<file path="config.mk">
export PLATFORM = sky130hd
export DESIGN_NAME = valid_ready_rr_arbiter
export DESIGN_NICKNAME = d
export VERILOG_FILES = /design/src/rtl/datatypes_globals_pkg.sv /design/src/rtl/valid_ready_rr_arbiter_pick.sv /design/src/rtl/valid_ready_rr_arbiter.sv
export SDC_FILE = /design/constraint.sdc
export NUM_CORES = 1
export LEC_CHECK = 0
export ABC_AREA = 1
export BUFFER_PORTS_ARGS = -buffer_cell sky130_fd_sc_hd__buf_2
export CAP_MARGIN = 20
export CORE_UTILIZATION = 36
export CTS_BUF_LIST = sky130_fd_sc_hd__clkbuf_8
export DETAILED_ROUTE_END_ITERATION = 10
export PLACE_DENSITY = 0.65
export SLEW_MARGIN = 20
export SYNTH_ARGS = -nofsm -noshare
export SYNTH_HDL_FRONTEND = slang
export SYNTH_SLANG_ARGS = --single-unit
</file>
<file path="constraint.sdc">
create_clock -name clk -period 3.2 [get_ports clk]
set_input_delay 0.64 -clock clk [delete_from_list [all_inputs] [get_ports clk]]
set_output_delay 0.64 -clock clk [all_outputs]
set_load 0.005 [all_outputs]
</file>
<file path="src/rtl/datatypes_globals_pkg.sv">
// Shared datapath types for the streaming library: default payload, arbiter FSM state
// and the registered beat held in an arbiter output stage.
package datatypes_globals_pkg;

    typedef logic [7:0] rtl_data_t;

    // Widest requester id any library arbiter needs (up to 16 requesters).
    localparam int ARB_ID_W = 4;

    typedef enum logic {
        UNLOCKED = 1'b0,
        LOCKED   = 1'b1
    } arb_state_e;

    typedef struct packed {
        rtl_data_t           data;
        logic [ARB_ID_W-1:0] id;
        logic                last;
    } arb_beat_t;

    // Beat counter width: enough to hold MAX_BURST-1, never narrower than one bit.
    function automatic int arb_cnt_width(input int max_burst);
        return (max_burst <= 1) ? 1 : $clog2(max_burst + 1);
    endfunction

endpackage

</file>
<file path="src/rtl/valid_ready_rr_arbiter_pick.sv">
// Round-robin pick: first requester at or after prev_id+1 (circular); purely combinational,
// no backpressure of its own -- the caller decides whether the pick is used.
module rr_priority_pick #(
    parameter int NUM_REQ = 4,
    parameter int ID_W    = $clog2(NUM_REQ)
) (
    input  logic [NUM_REQ-1:0] req,
    input  logic [ID_W-1:0]    prev_id,
    output logic [ID_W-1:0]    grant_id,
    output logic               any_req
);

    logic [ID_W-1:0] idx;

    always_comb begin
        grant_id = '0;
        idx      = '0;
        // Scan farthest-to-nearest so the nearest active requester is the last one written.
        for (int k = NUM_REQ; k >= 1; k--) begin
            idx = ID_W'((int'(prev_id) + k) % NUM_REQ);
            if (req[idx]) begin
                grant_id = idx;
            end
        end
    end

    assign any_req = |req;

endmodule

</file>
<file path="src/rtl/valid_ready_rr_arbiter.sv">
// Packet-aware round-robin merge of NUM_REQ valid/ready streams; one registered stage, 1-cycle latency,
// full throughput; a stalled output holds its beat and withdraws every in_ready.
module valid_ready_rr_arbiter
    import datatypes_globals_pkg::*;
#(
    parameter type DATA_T       = rtl_data_t,
    parameter int  NUM_REQ      = 4,
    parameter int  REQ_ID_WIDTH = $clog2(NUM_REQ),
    parameter int  MAX_BURST    = 4
) (
    input  logic                    clk,
    input  logic                    reset_n,
    input  logic [NUM_REQ-1:0]      in_valid,
    output logic [NUM_REQ-1:0]      in_ready,
    input  DATA_T [NUM_REQ-1:0]     in_data,
    input  logic [NUM_REQ-1:0]      in_last,
    output logic                    out_valid,
    input  logic                    out_ready,
    output DATA_T                   out_data,
    output logic [REQ_ID_WIDTH-1:0] out_id,
    output logic                    out_last
);

    localparam int                 CNT_W     = arb_cnt_width(MAX_BURST);
    localparam logic [CNT_W-1:0]   LAST_BEAT = CNT_W'((MAX_BURST == 0) ? 0 : MAX_BURST - 1);
    localparam logic [REQ_ID_WIDTH-1:0] LAST_ID = REQ_ID_WIDTH'(NUM_REQ - 1);

    // Same shape as arb_beat_t, sized to this instance's payload and id width.
    typedef struct packed {
        DATA_T                   data;
        logic [REQ_ID_WIDTH-1:0] id;
        logic                    last;
    } beat_t;

    arb_state_e              state_q,     state_d;
    logic [REQ_ID_WIDTH-1:0] locked_id_q, locked_id_d;
    logic [REQ_ID_WIDTH-1:0] prev_id_q,   prev_id_d;
    logic [CNT_W-1:0]        beat_cnt_q,  beat_cnt_d;
    logic                    out_valid_q, out_valid_d;
    beat_t                   out_q,       out_d;

    logic [REQ_ID_WIDTH-1:0] pick_id;
    logic                    pick_any;
    logic [REQ_ID_WIDTH-1:0] cand;
    logic                    cand_ok;
    logic                    stage_free;
    logic                    accept;
    logic                    burst_end;

    rr_priority_pick #(
        .NUM_REQ (NUM_REQ),
        .ID_W    (REQ_ID_WIDTH)
    ) u_pick (
        .req      (in_valid),
        .prev_id  (prev_id_q),
        .grant_id (pick_id),
        .any_req  (pick_any)
    );

    assign stage_free = !out_valid_q || out_ready;

    always_comb begin
        cand    = pick_id;
        cand_ok = pick_any;
        // A locked requester keeps the grant even while its valid is low; the others are ignored.
        if (state_q == LOCKED) begin
            cand    = locked_id_q;
            cand_ok = 1'b1;
        end
    end

    always_comb begin
        in_ready = '0;
        if (cand_ok && stage_free && reset_n) begin
            in_ready[cand] = 1'b1;
        end
    end

    assign accept    = in_valid[cand] && in_ready[cand];
    assign burst_end = in_last[cand] || ((MAX_BURST != 0) && (beat_cnt_q == LAST_BEAT));

    always_comb begin
        state_d     = state_q;
        locked_id_d = locked_id_q;
        prev_id_d   = prev_id_q;
        beat_cnt_d  = beat_cnt_q;
        out_valid_d = out_valid_q;
        out_d       = out_q;
        if (accept) begin
            out_valid_d = 1'b1;
            out_d       = '{data: in_data[cand], id: cand, last: burst_end};
            prev_id_d   = cand;
            if (burst_end) begin
                beat_cnt_d = '0;
                state_d    = UNLOCKED;
            end else begin
                beat_cnt_d  = (MAX_BURST == 0) ? beat_cnt_q : beat_cnt_q + CNT_W'(1);
                locked_id_d = cand;
                state_d     = LOCKED;
            end
        end else if (out_ready) begin
            out_valid_d = 1'b0;
        end
    end

    always_ff @(posedge clk or negedge reset_n) begin
        if (!reset_n) begin
            state_q     <= UNLOCKED;
            locked_id_q <= '0;
            prev_id_q   <= LAST_ID;
            beat_cnt_q  <= '0;
            out_valid_q <= 1'b0;
            out_q       <= '0;
        end else begin
            state_q     <= state_d;
            locked_id_q <= locked_id_d;
            prev_id_q   <= prev_id_d;
            beat_cnt_q  <= beat_cnt_d;
            out_valid_q <= out_valid_d;
            out_q       <= out_d;
        end
    end

    assign out_valid = out_valid_q;
    assign out_data  = out_q.data;
    assign out_id    = out_q.id;
    assign out_last  = out_q.last;

    a_ready_onehot: assert property (@(posedge clk) disable iff (!reset_n) $onehot0(in_ready));

    a_stall_hold: assert property (@(posedge clk) disable iff (!reset_n)
        (out_valid && !out_ready) |=> (out_valid && $stable(out_data) && $stable(out_id) && $stable(out_last)));

endmodule

</file>
==> results of run 1 <==
## power groups by stage
stage	sequential (W)	clock (W)	combinational, W
after floorplan	0.000452	0	0.00128
after global placement	0.000467	0	0.00151
after detailed placement	0.000471	0	0.00153
after CTS	0.000466	0.000260	0.00154
after global routing	0.000486	0.000264	0.00173
final	0.000465	0.000253	0.00153
## cells in the final DEF (no fill, tap or decap), drive strengths merged
cell	synthesis	final
inv	17	17
o21ai	23	23
a21oi	3	3
dfstp	2	2
nand2	81	81
ha	2	2
buf	8	61
o22ai	8	8
clkbuf	1	3
nor3	1	1
dfrtp	18	18
nand3	18	18
bufinv	0	1
or2	1	1
nor2	23	23
## cell families after synthesis
kind of cell | after synthesis
compound gates | 34
fa+ha+maj | 2
buf+inv | 26
flops | 20
simple gates | 124
## path summary, 6_finish.rpt
kind | from | endpoint | cells after the start
worst max-delay path | prev_id_q[0]$_DFFE_PN1P_ | in_ready[3] | 13
worst min-delay path | reset_n | locked_id_q[0]$_DFFE_PN0P_ | 2
worst max register to register | prev_id_q[0]$_DFFE_PN1P_ | prev_id_q[0]$_DFFE_PN1P_ | 16
worst min register to register | out_data[0]$_DFFE_PN0P_ | out_data[0]$_DFFE_PN0P_ | 2
max in group asynchronous | reset_n | prev_id_q[1]$_DFFE_PN1P_ | 2
min in group clk | out_data[0]$_DFFE_PN0P_ | out_data[0]$_DFFE_PN0P_ | 2
## stage by stage
step	power, W	worst slack, ns	instances	instance area, um2
2_1_floorplan	0.00173	0.764	206	1450
3_3_place_gp	0.00198	0.528	306	1750
3_5_place_dp	0.00200	0.484	306	1750
4_1_cts	0.00227	0.320	310	1830
5_1_grt	0.00248	0.147	310	1830
6_report	0.00224	0.343	310	1830
## registers in the layout, indices dropped and copies added (netlist names)
| signal | count |
|---|---|
| prev_id_q | 2 |
| beat_cnt_q | 3 |
| locked_id_q | 2 |
| state_q | 1 |
| out_valid | 1 |
| out_id | 2 |
| out_data | 8 |
| out_last | 1 |
## synthesized netlist by cell type (3+ instances only)
master	number	share of area, %
sky130_fd_sc_hd__dfrtp_1	18	31
sky130_fd_sc_hd__nand2_4	4	3.1
sky130_fd_sc_hd__o21ai_1	3	1.0
sky130_fd_sc_hd__nand3_1	13	4.5
sky130_fd_sc_hd__inv_1	12	3.1
sky130_fd_sc_hd__nor2_1	22	5.7
sky130_fd_sc_hd__nand2_2	5	2.2
sky130_fd_sc_hd__o21ai_0	18	6.2
sky130_fd_sc_hd__o22ai_1	8	3.4
sky130_fd_sc_hd__inv_2	3	0.77
sky130_fd_sc_hd__nand2_1	72	19
sky130_fd_sc_hd__nand3_2	3	2.1
sky130_fd_sc_hd__buf_6	4	3.1
sky130_fd_sc_hd__buf_2	3	1.0
## worst max-delay path, stage by stage (launching register included)
cell	delay, ns
sky130_fd_sc_hd__dfstp_2	0.66
sky130_fd_sc_hd__inv_6	0.08
sky130_fd_sc_hd__nand2_1	0.08
sky130_fd_sc_hd__nand3_1	0.08
sky130_fd_sc_hd__nand2_1	0.09
sky130_fd_sc_hd__inv_2	0.03
sky130_fd_sc_hd__nand2_1	0.08
sky130_fd_sc_hd__nand3_2	0.09
sky130_fd_sc_hd__nand3_4	0.12
sky130_fd_sc_hd__nand2_4	0.15
sky130_fd_sc_hd__inv_4	0.20
sky130_fd_sc_hd__nand2_1	0.09
sky130_fd_sc_hd__nor2_1	0.08
sky130_fd_sc_hd__buf_2	0.11
## layout make-up
cell class,instances,area share [%]
Clock inverter,1,1.64
Clock buffer,3,2.26
Tap cell,48,3.29
Sequential cell,20,27.6
Timing Repair Buffer,61,17.1
Inverter,17,3.91
Multi-Input combinational cell,160,44.2
## per-layer routing
metal	part of all wire [%]	vias to the layer above	routed length [um]
li1	-	775	-
met1	47	671	1670
met2	49	30	1730
met3	3.1	6	109
met4	1.1	0	39
met5	0	-	0
==> metrics.sh, run 1 <==
VDD_DROP_MAX_mV=0.468
DIE_HEIGHT_UM=65.6
HOLD_PATH_CLASS='in -> async'
REPORT.FINAL.SETUP_VIOL=0
IO_PINS=59
WORST_SETUP_HOLD_PATH_CLK_SLEW_NS=0.08
GRT_START_MAX_NET_PINS=23
FINALMAXSLEWVIOLATIONS=0
SYNTH-SEQ-CELLS=20
WORST_SKEW_PAIR_LATENCY_NS=0.26
NUMBER_OF_GLOBAL_ROUTE_VIAS_BEFORE_REPAIR=1428
FINAL_CORE_UTILIZATION_PCT=48.4
TOTAL_COUNT_OF_HOLD_CHECK_FAILURES_IN_THE_FINAL_REPORT=0
TIMING.MAX_CAP.VIOLATIONS=0
GRT_USE_TOTAL_PCT=18.4
SEQ_AREA_FRAC_SYNTH_PCT=34.6
AREAGROWTHSYNTHTOFINISH_PCT=25.6
MAX_FREQ_GHz=0.350
MULTI_INPUT_COMB_AREA_UM2=807
REG2REG_SETUP_SLACK_NS=0.71
P_SEQ_SHARE_PCT=20.7
CTS-HTREE-LEVELS=1
SYNTH-ADDER-AREA-SHARE_PCT=1.72
TIMING.SETUP.TNS_NS=0
DIE_AREA_UM2=4300
NUM-NETS-FINAL=308
CTS-HOLD-FIX-BUFFERS=0
INITIAL_CORE_UTIL_PCT=38.6
GLOBAL_ROUTE.USAGE.MET1_PCT=24.4
WIRE_LENGTH_OF_THE_FIRST_GLOBAL_ROUTING_PASS_UM=6160
SYNTH-COMPOUND-AREA-SHARE_PCT=13.2
CRITPATHMAXFANOUT=22
WORSTPATHREQUIRED_NS=2.56
SYNTH_NETS=251
ROUTED-VIA-COUNT=1482
PLACEABLECOREAREA_UM2=3770
SYNTH_XOR_XNOR_AREA_SHARE_PCT=0
RSZ0062_AT_GRT='no'
SEQ_AREA_UM2=503
POWER.LEAKAGE_nW=1.02
DIE_W_UM=65.6
GRTUSAGEMET2_PCT=30.9
WORST_SETUP_PATH_START_KIND='flop'
CLOCK_SINK_COUNT=20
GRT.MET3_USAGE_PCT=1.74
SYN-MEAN-INSTANCE-AREA_UM2=7.06
ROUTED_WIRE_LENGTH_PER_INSTANCE_UM=11.4
SYNTH_WARNINGS=0
RESULT_OF_THE_RUN='finished, final reports clean'
P_PER_AREA_nW_PER_UM2=1230
SYNTH-EDFF-COUNT=0
SYNTH_CELL_TYPE_COUNT=27
ASYNC_FLOP_SHARE_PCT=100
SWSHARE_PCT=51.8
MUXSHAREOFSYNTHAREA_PCT=0
YS_DOMINANT_REG_CELL='sky130_fd_sc_hd__dfrtp_1'
SUM_OF_NET_HALF_PERIMETERS_AFTER_DETAILED_PLACEMENT_UM=2750
CRIT_PATH_END_KIND='output pin'
PORTBUFFERS=58
TIGHTEST_SLEW_NS=0.366
NFILLCELLS=387
DRT_FIRST_PASS_ITERS=4
DRIVE_ABOVE_1_SHARE_PCT=34.7
PATH_CLASS='reg -> out'
POST_CTS.REPAIR.SETUP_BUFFERS=0
SYN-INSTANCE-COUNT=206
INTERNAL-POWER_W=0.00108
GP_CONGESTION=0.797
PWR-SHARE-COMB_PCT=68.0
DRT_WL_TOTAL_UM=3540
GLOBAL_ROUTE.PEAK_USAGE_LAYER='met2'
CLOCK_POWER_SHARE_PCT=11.3
TRITONCTS='built'
CTS-ROOT-TO-SINK-BUFFERS=2
HOLD_WS_NS=0.366
WORST_EP_ARRIVAL_TIME_NS=2.22
MAIN_COMBINATIONAL_CELL_FAMILY_BY_AREA_AFTER_SYNTHESIS='simple AND/OR/NAND/NOR gates'
FLOORPLAN.ROWS=22
SYNTHESIS.AREA_UM2=1450
ANTENNA_VIOLATING_NETS_POST_ROUTE=0
DRT-VIAS-PER-INSTANCE=4.78
HEADROOM_TO_THE_MAX_SLEW_LIMIT_PCT=75.6
POST_SYNTH_AND_OR_NAND_NOR_AREA_FRACTION_PCT=40.6
GRT_OVERFLOW=0
GRT_ANTENNA_BEFORE_REPAIR=0
REMAINING_DRC_ERRORS=0
ANTENNA-DIODE-COUNT=0
DRT_FIRST_ITER_VIOLATIONS=82
TIMING.CLOCK.SKEW_NS=0.00617
CTS_ROOT_CELL='sky130_fd_sc_hd__clkbuf_8'
NUMCTSBUFFERS=3
FINAL.PERIOD_UTILIZATION_PCT=89.3
FINALWORSTPATHREQUIREDPERIOD_NS=2.86
SWITCHING_POWER_W=0.00116
CTS_REPAIR_RESIZE_COUNT=0
No activity file was read; power rests on OpenSTA's default activity.
==> run 2: changes to the inputs <==
--- a/config.mk
+++ b/config.mk
@@ -5,13 +5,13 @@
 export SDC_FILE = /design/constraint.sdc
 export NUM_CORES = 1
 export LEC_CHECK = 0
-export ABC_AREA = 1
+export ABC_AREA = 0
 export BUFFER_PORTS_ARGS = -buffer_cell sky130_fd_sc_hd__buf_2
 export CAP_MARGIN = 20
-export CORE_UTILIZATION = 36
+export CORE_UTILIZATION = 45
 export CTS_BUF_LIST = sky130_fd_sc_hd__clkbuf_8
 export DETAILED_ROUTE_END_ITERATION = 10
-export PLACE_DENSITY = 0.65
+export PLACE_DENSITY = 0.8
 export SLEW_MARGIN = 20
 export SYNTH_ARGS = -nofsm -noshare
 export SYNTH_HDL_FRONTEND = slang
==> run 2 against run 1 <==
  * Synthesized cell count shrank 40%
  * Clock-buffer cell count is the same
  * Setup slack gained 0.13 ns
  * Hold slack improved by 0.017 ns
  * Sequential power is 1% lower
  * Flip-flop and latch count stayed put
  * Clock power is 2% lower
==> metrics.sh, run 2 <==
RESULT_OF_THE_RUN='finished, final reports clean'
TIMING.SETUP.TNS_NS=0
WORST_SKEW_PAIR_LATENCY_NS=0.26
SYN-MEAN-INSTANCE-AREA_UM2=10.3
CTS-HOLD-FIX-BUFFERS=0
SYN-INSTANCE-COUNT=123
NETLIST_TOP_CELLS_AREA='sky130_fd_sc_hd__dfrtp_1 (35%), sky130_fd_sc_hd__mux2_2 (14%), sky130_fd_sc_hd__mux2i_1 (10%)'
POST_SYNTH_MOST_FREQUENT_CELLS='sky130_fd_sc_hd__dfrtp_1 (18), sky130_fd_sc_hd__mux2_2 (16), sky130_fd_sc_hd__mux2i_1 (13), sky130_fd_sc_hd__nand2_1 (13), sky130_fd_sc_hd__o21ai_0 (12)'
HOLD_WS_NS=0.382
REPORT.FINAL.SETUP_VIOL=0
FINALWORSTPATHREQUIREDPERIOD_NS=2.73
SWSHARE_PCT=37.0
REMAINING_DRC_ERRORS=0
P_SEQ_SHARE_PCT=28.6
MAIN_COMBINATIONAL_CELL_FAMILY_BY_AREA_AFTER_SYNTHESIS='multiplexers'
TIGHTEST_SLEW_NS=0.386
POST_SYNTH_AND_OR_NAND_NOR_AREA_FRACTION_PCT=11.6
GRT_START_MAX_NET_PINS=24
FLOORPLAN.ROWS=18
ASYNC_FLOP_SHARE_PCT=100
HEADROOM_TO_THE_MAX_SLEW_LIMIT_PCT=74.1
PWR-SHARE-COMB_PCT=55.9
SYNTH_WARNINGS=0
AREAGROWTHSYNTHTOFINISH_PCT=34.1
GP_CONGESTION=0.728
PLACEABLECOREAREA_UM2=2570
CTS-HTREE-LEVELS=1
TIMING.MAX_CAP.VIOLATIONS=0
SYNTH_NETS=168
CLOCK_SINK_COUNT=20
DRT-VIAS-PER-INSTANCE=5.29
SYNTH_XOR_XNOR_AREA_SHARE_PCT=0
INTERNAL-POWER_W=0.00101
POWER.LEAKAGE_nW=0.863
FINAL.PERIOD_UTILIZATION_PCT=85.3
WORST_SETUP_PATH_START_KIND='flop'
MOST_FREQUENT_STANDARD_CELL_IN_THE_LAYOUT_EXCLUDING_FILL_AND_TAP_CELLS='sky130_fd_sc_hd__buf_2'
SYNTH_TOP_AREA_CELL='sky130_fd_sc_hd__dfrtp_1'
SWITCHING_POWER_W=0.000595
SYNTH-ADDER-AREA-SHARE_PCT=1.97
NUMBER_OF_GLOBAL_ROUTE_VIAS_BEFORE_REPAIR=1175
PATH_CLASS='reg -> out'
CRITPATHMAXFANOUT=23
SYNTH-SEQ-CELLS=20
DRT_FIRST_ITER_VIOLATIONS=8
GRT_OVERFLOW=0
VDD_DROP_MAX_mV=0.587
NUMCTSBUFFERS=3
YS_DOMINANT_REG_CELL='sky130_fd_sc_hd__dfrtp_1'
DRT_FIRST_PASS_ITERS=4
WIRE_LENGTH_OF_THE_FIRST_GLOBAL_ROUTING_PASS_UM=4790
INITIAL_CORE_UTIL_PCT=49.5
DRIVE_ABOVE_1_SHARE_PCT=50.0
ROUTED-VIA-COUNT=1142
TRITONCTS='built'
GRT_ANTENNA_BEFORE_REPAIR=0
RSZ0062_AT_GRT='no'
TIMING.CLOCK.SKEW_NS=0.00334
WORST_EP_ARRIVAL_TIME_NS=2.09
DRT_WL_TOTAL_UM=2960
ROUTED_WIRE_LENGTH_PER_INSTANCE_UM=13.7
SYNTHMOSTINSTANTIATEDCELL='sky130_fd_sc_hd__dfrtp_1'
SUM_OF_NET_HALF_PERIMETERS_AFTER_DETAILED_PLACEMENT_UM=2350
SYNTHESIS.AREA_UM2=1270
CTS_REPAIR_RESIZE_COUNT=0
CTS_ROOT_CELL='sky130_fd_sc_hd__clkbuf_8'
CTS-ROOT-TO-SINK-BUFFERS=2
SYNTH-EDFF-COUNT=0
IO_PINS=59
WORST_SETUP_HOLD_PATH_CLK_SLEW_NS=0.07
POST_CTS.REPAIR.SETUP_BUFFERS=0
SYNTHDOMINANTCELLAREASHARE_PCT=35.4
SYNTH_CELL_TYPE_COUNT=29
TOTAL_COUNT_OF_HOLD_CHECK_FAILURES_IN_THE_FINAL_REPORT=0
DIE_W_UM=55.2
MAX_REG_FLOPS=8
HOLD_PATH_CLASS='in -> async'
SYNTH-COMPOUND-AREA-SHARE_PCT=15.9
SEQ_AREA_FRAC_SYNTH_PCT=39.6
DIE_AREA_UM2=3040
ANTENNA_VIOLATING_NETS_POST_ROUTE=0
MOSTFREQUENTLAYOUTCELLS='sky130_fd_sc_hd__buf_2 (58), sky130_fd_sc_hd__dfrtp_1 (18), sky130_fd_sc_hd__mux2_2 (16)'
CRIT_PATH_END_KIND='output pin'
NUM-NETS-FINAL=232
CLOCK_POWER_SHARE_PCT=15.5
FINALMAXSLEWVIOLATIONS=0
NFILLCELLS=198
MAX_FREQ_GHz=0.366
PORTBUFFERS=58
GRT_USE_TOTAL_PCT=22.4
ANTENNA-DIODE-COUNT=0
P_PER_AREA_nW_PER_UM2=943
MUXSHAREOFSYNTHAREA_PCT=26.8
WORSTPATHREQUIRED_NS=2.56
DIE_HEIGHT_UM=55.2
==> run 2: worst max-delay path: stages (launching register included) <==
cell	delay (ns)
sky130_fd_sc_hd__dfstp_2	0.56
sky130_fd_sc_hd__nand2b_1	0.13
sky130_fd_sc_hd__a32oi_1	0.14
sky130_fd_sc_hd__o311ai_4	0.33
sky130_fd_sc_hd__buf_4	0.32
sky130_fd_sc_hd__inv_1	0.09
sky130_fd_sc_hd__nor2_1	0.13
sky130_fd_sc_hd__buf_2	0.13
==> run 2: cells by family after synthesis <==
| family | Yosys count |
|---|---|
| AO/OA/AOI/OAI | 25 |
| adder cells (fa/ha/maj) | 2 |
| buffers and inverters | 13 |
| flip-flops | 20 |
| multiplexers | 31 |
| AND/OR/NAND/NOR | 32 |
==> run 2: path summary, 6_finish.rpt <==
| path | from | end | slack, ns | cells past startpoint |
|---|---|---|---|---|
| max | prev_id_q[1]$_DFFE_PN1P_ | in_ready[3] | 0.47 | 7 |
| min | reset_n | out_data[0]$_DFFE_PN0P_ | 0.38 | 2 |
| max reg2reg | prev_id_q[0]$_DFFE_PN1P_ | out_data[3]$_DFFE_PN0P_ | 0.68 | 7 |
| min reg2reg | out_last$_DFFE_PN0P_ | out_last$_DFFE_PN0P_ | 0.49 | 1 |
| max in group asynchronous | reset_n | prev_id_q[1]$_DFFE_PN1P_ | 2.55 | 2 |
| min in group clk | out_last$_DFFE_PN0P_ | out_last$_DFFE_PN0P_ | 0.49 | 1 |
==> run 2: area by class of cell <==
type | instances | area (um2) | share of cell area [%]
Inverter | 8 | 30.0 | 1.76
Tap cell | 30 | 37.5 | 2.20
Clock buffer | 3 | 41.3 | 2.42
Sequential cell | 20 | 503 | 29.5
Timing Repair Buffer | 64 | 335 | 19.7
Multi-Input combinational cell | 90 | 727 | 42.7
Clock inverter | 1 | 30.0 | 1.76
==> run 2: per-layer routing <==
| layer | part of all wire [%] | GRT usage (%) |
|---|---|---|
| met1 | 40 | 23.6 |
| met2 | 54 | 42.2 |
| met3 | 5.0 | 3.83 |
| met4 | 1.5 | 10.8 |
| met5 | 0 | 0 |
==> run 2: per-stage QoR <==
step	area (um2)	utilization, %	cells	total power [W]	setup WS [ns]
2_1_floorplan	1270	-	123	0.00108	0.672
3_3_place_gp	1630	63.6	212	0.00132	0.557
4_1_cts	1700	66.4	216	0.00163	0.454
3_5_place_dp	1630	63.6	212	0.00137	0.469
6_report	1700	66.4	216	0.00161	0.471
5_1_grt	1700	66.4	216	0.00173	0.322
==> run 2: power groups by stage <==
stage               Sequential (W)  Clock (W)  Combinational, W
floorplan                 0.000458          0          0.000621
finish                    0.000459   0.000249          0.000899
global placement          0.000462          0          0.000859
global route              0.000475   0.000265          0.000991
detailed placement        0.000464          0          0.000906
CTS                       0.000461   0.000254          0.000910
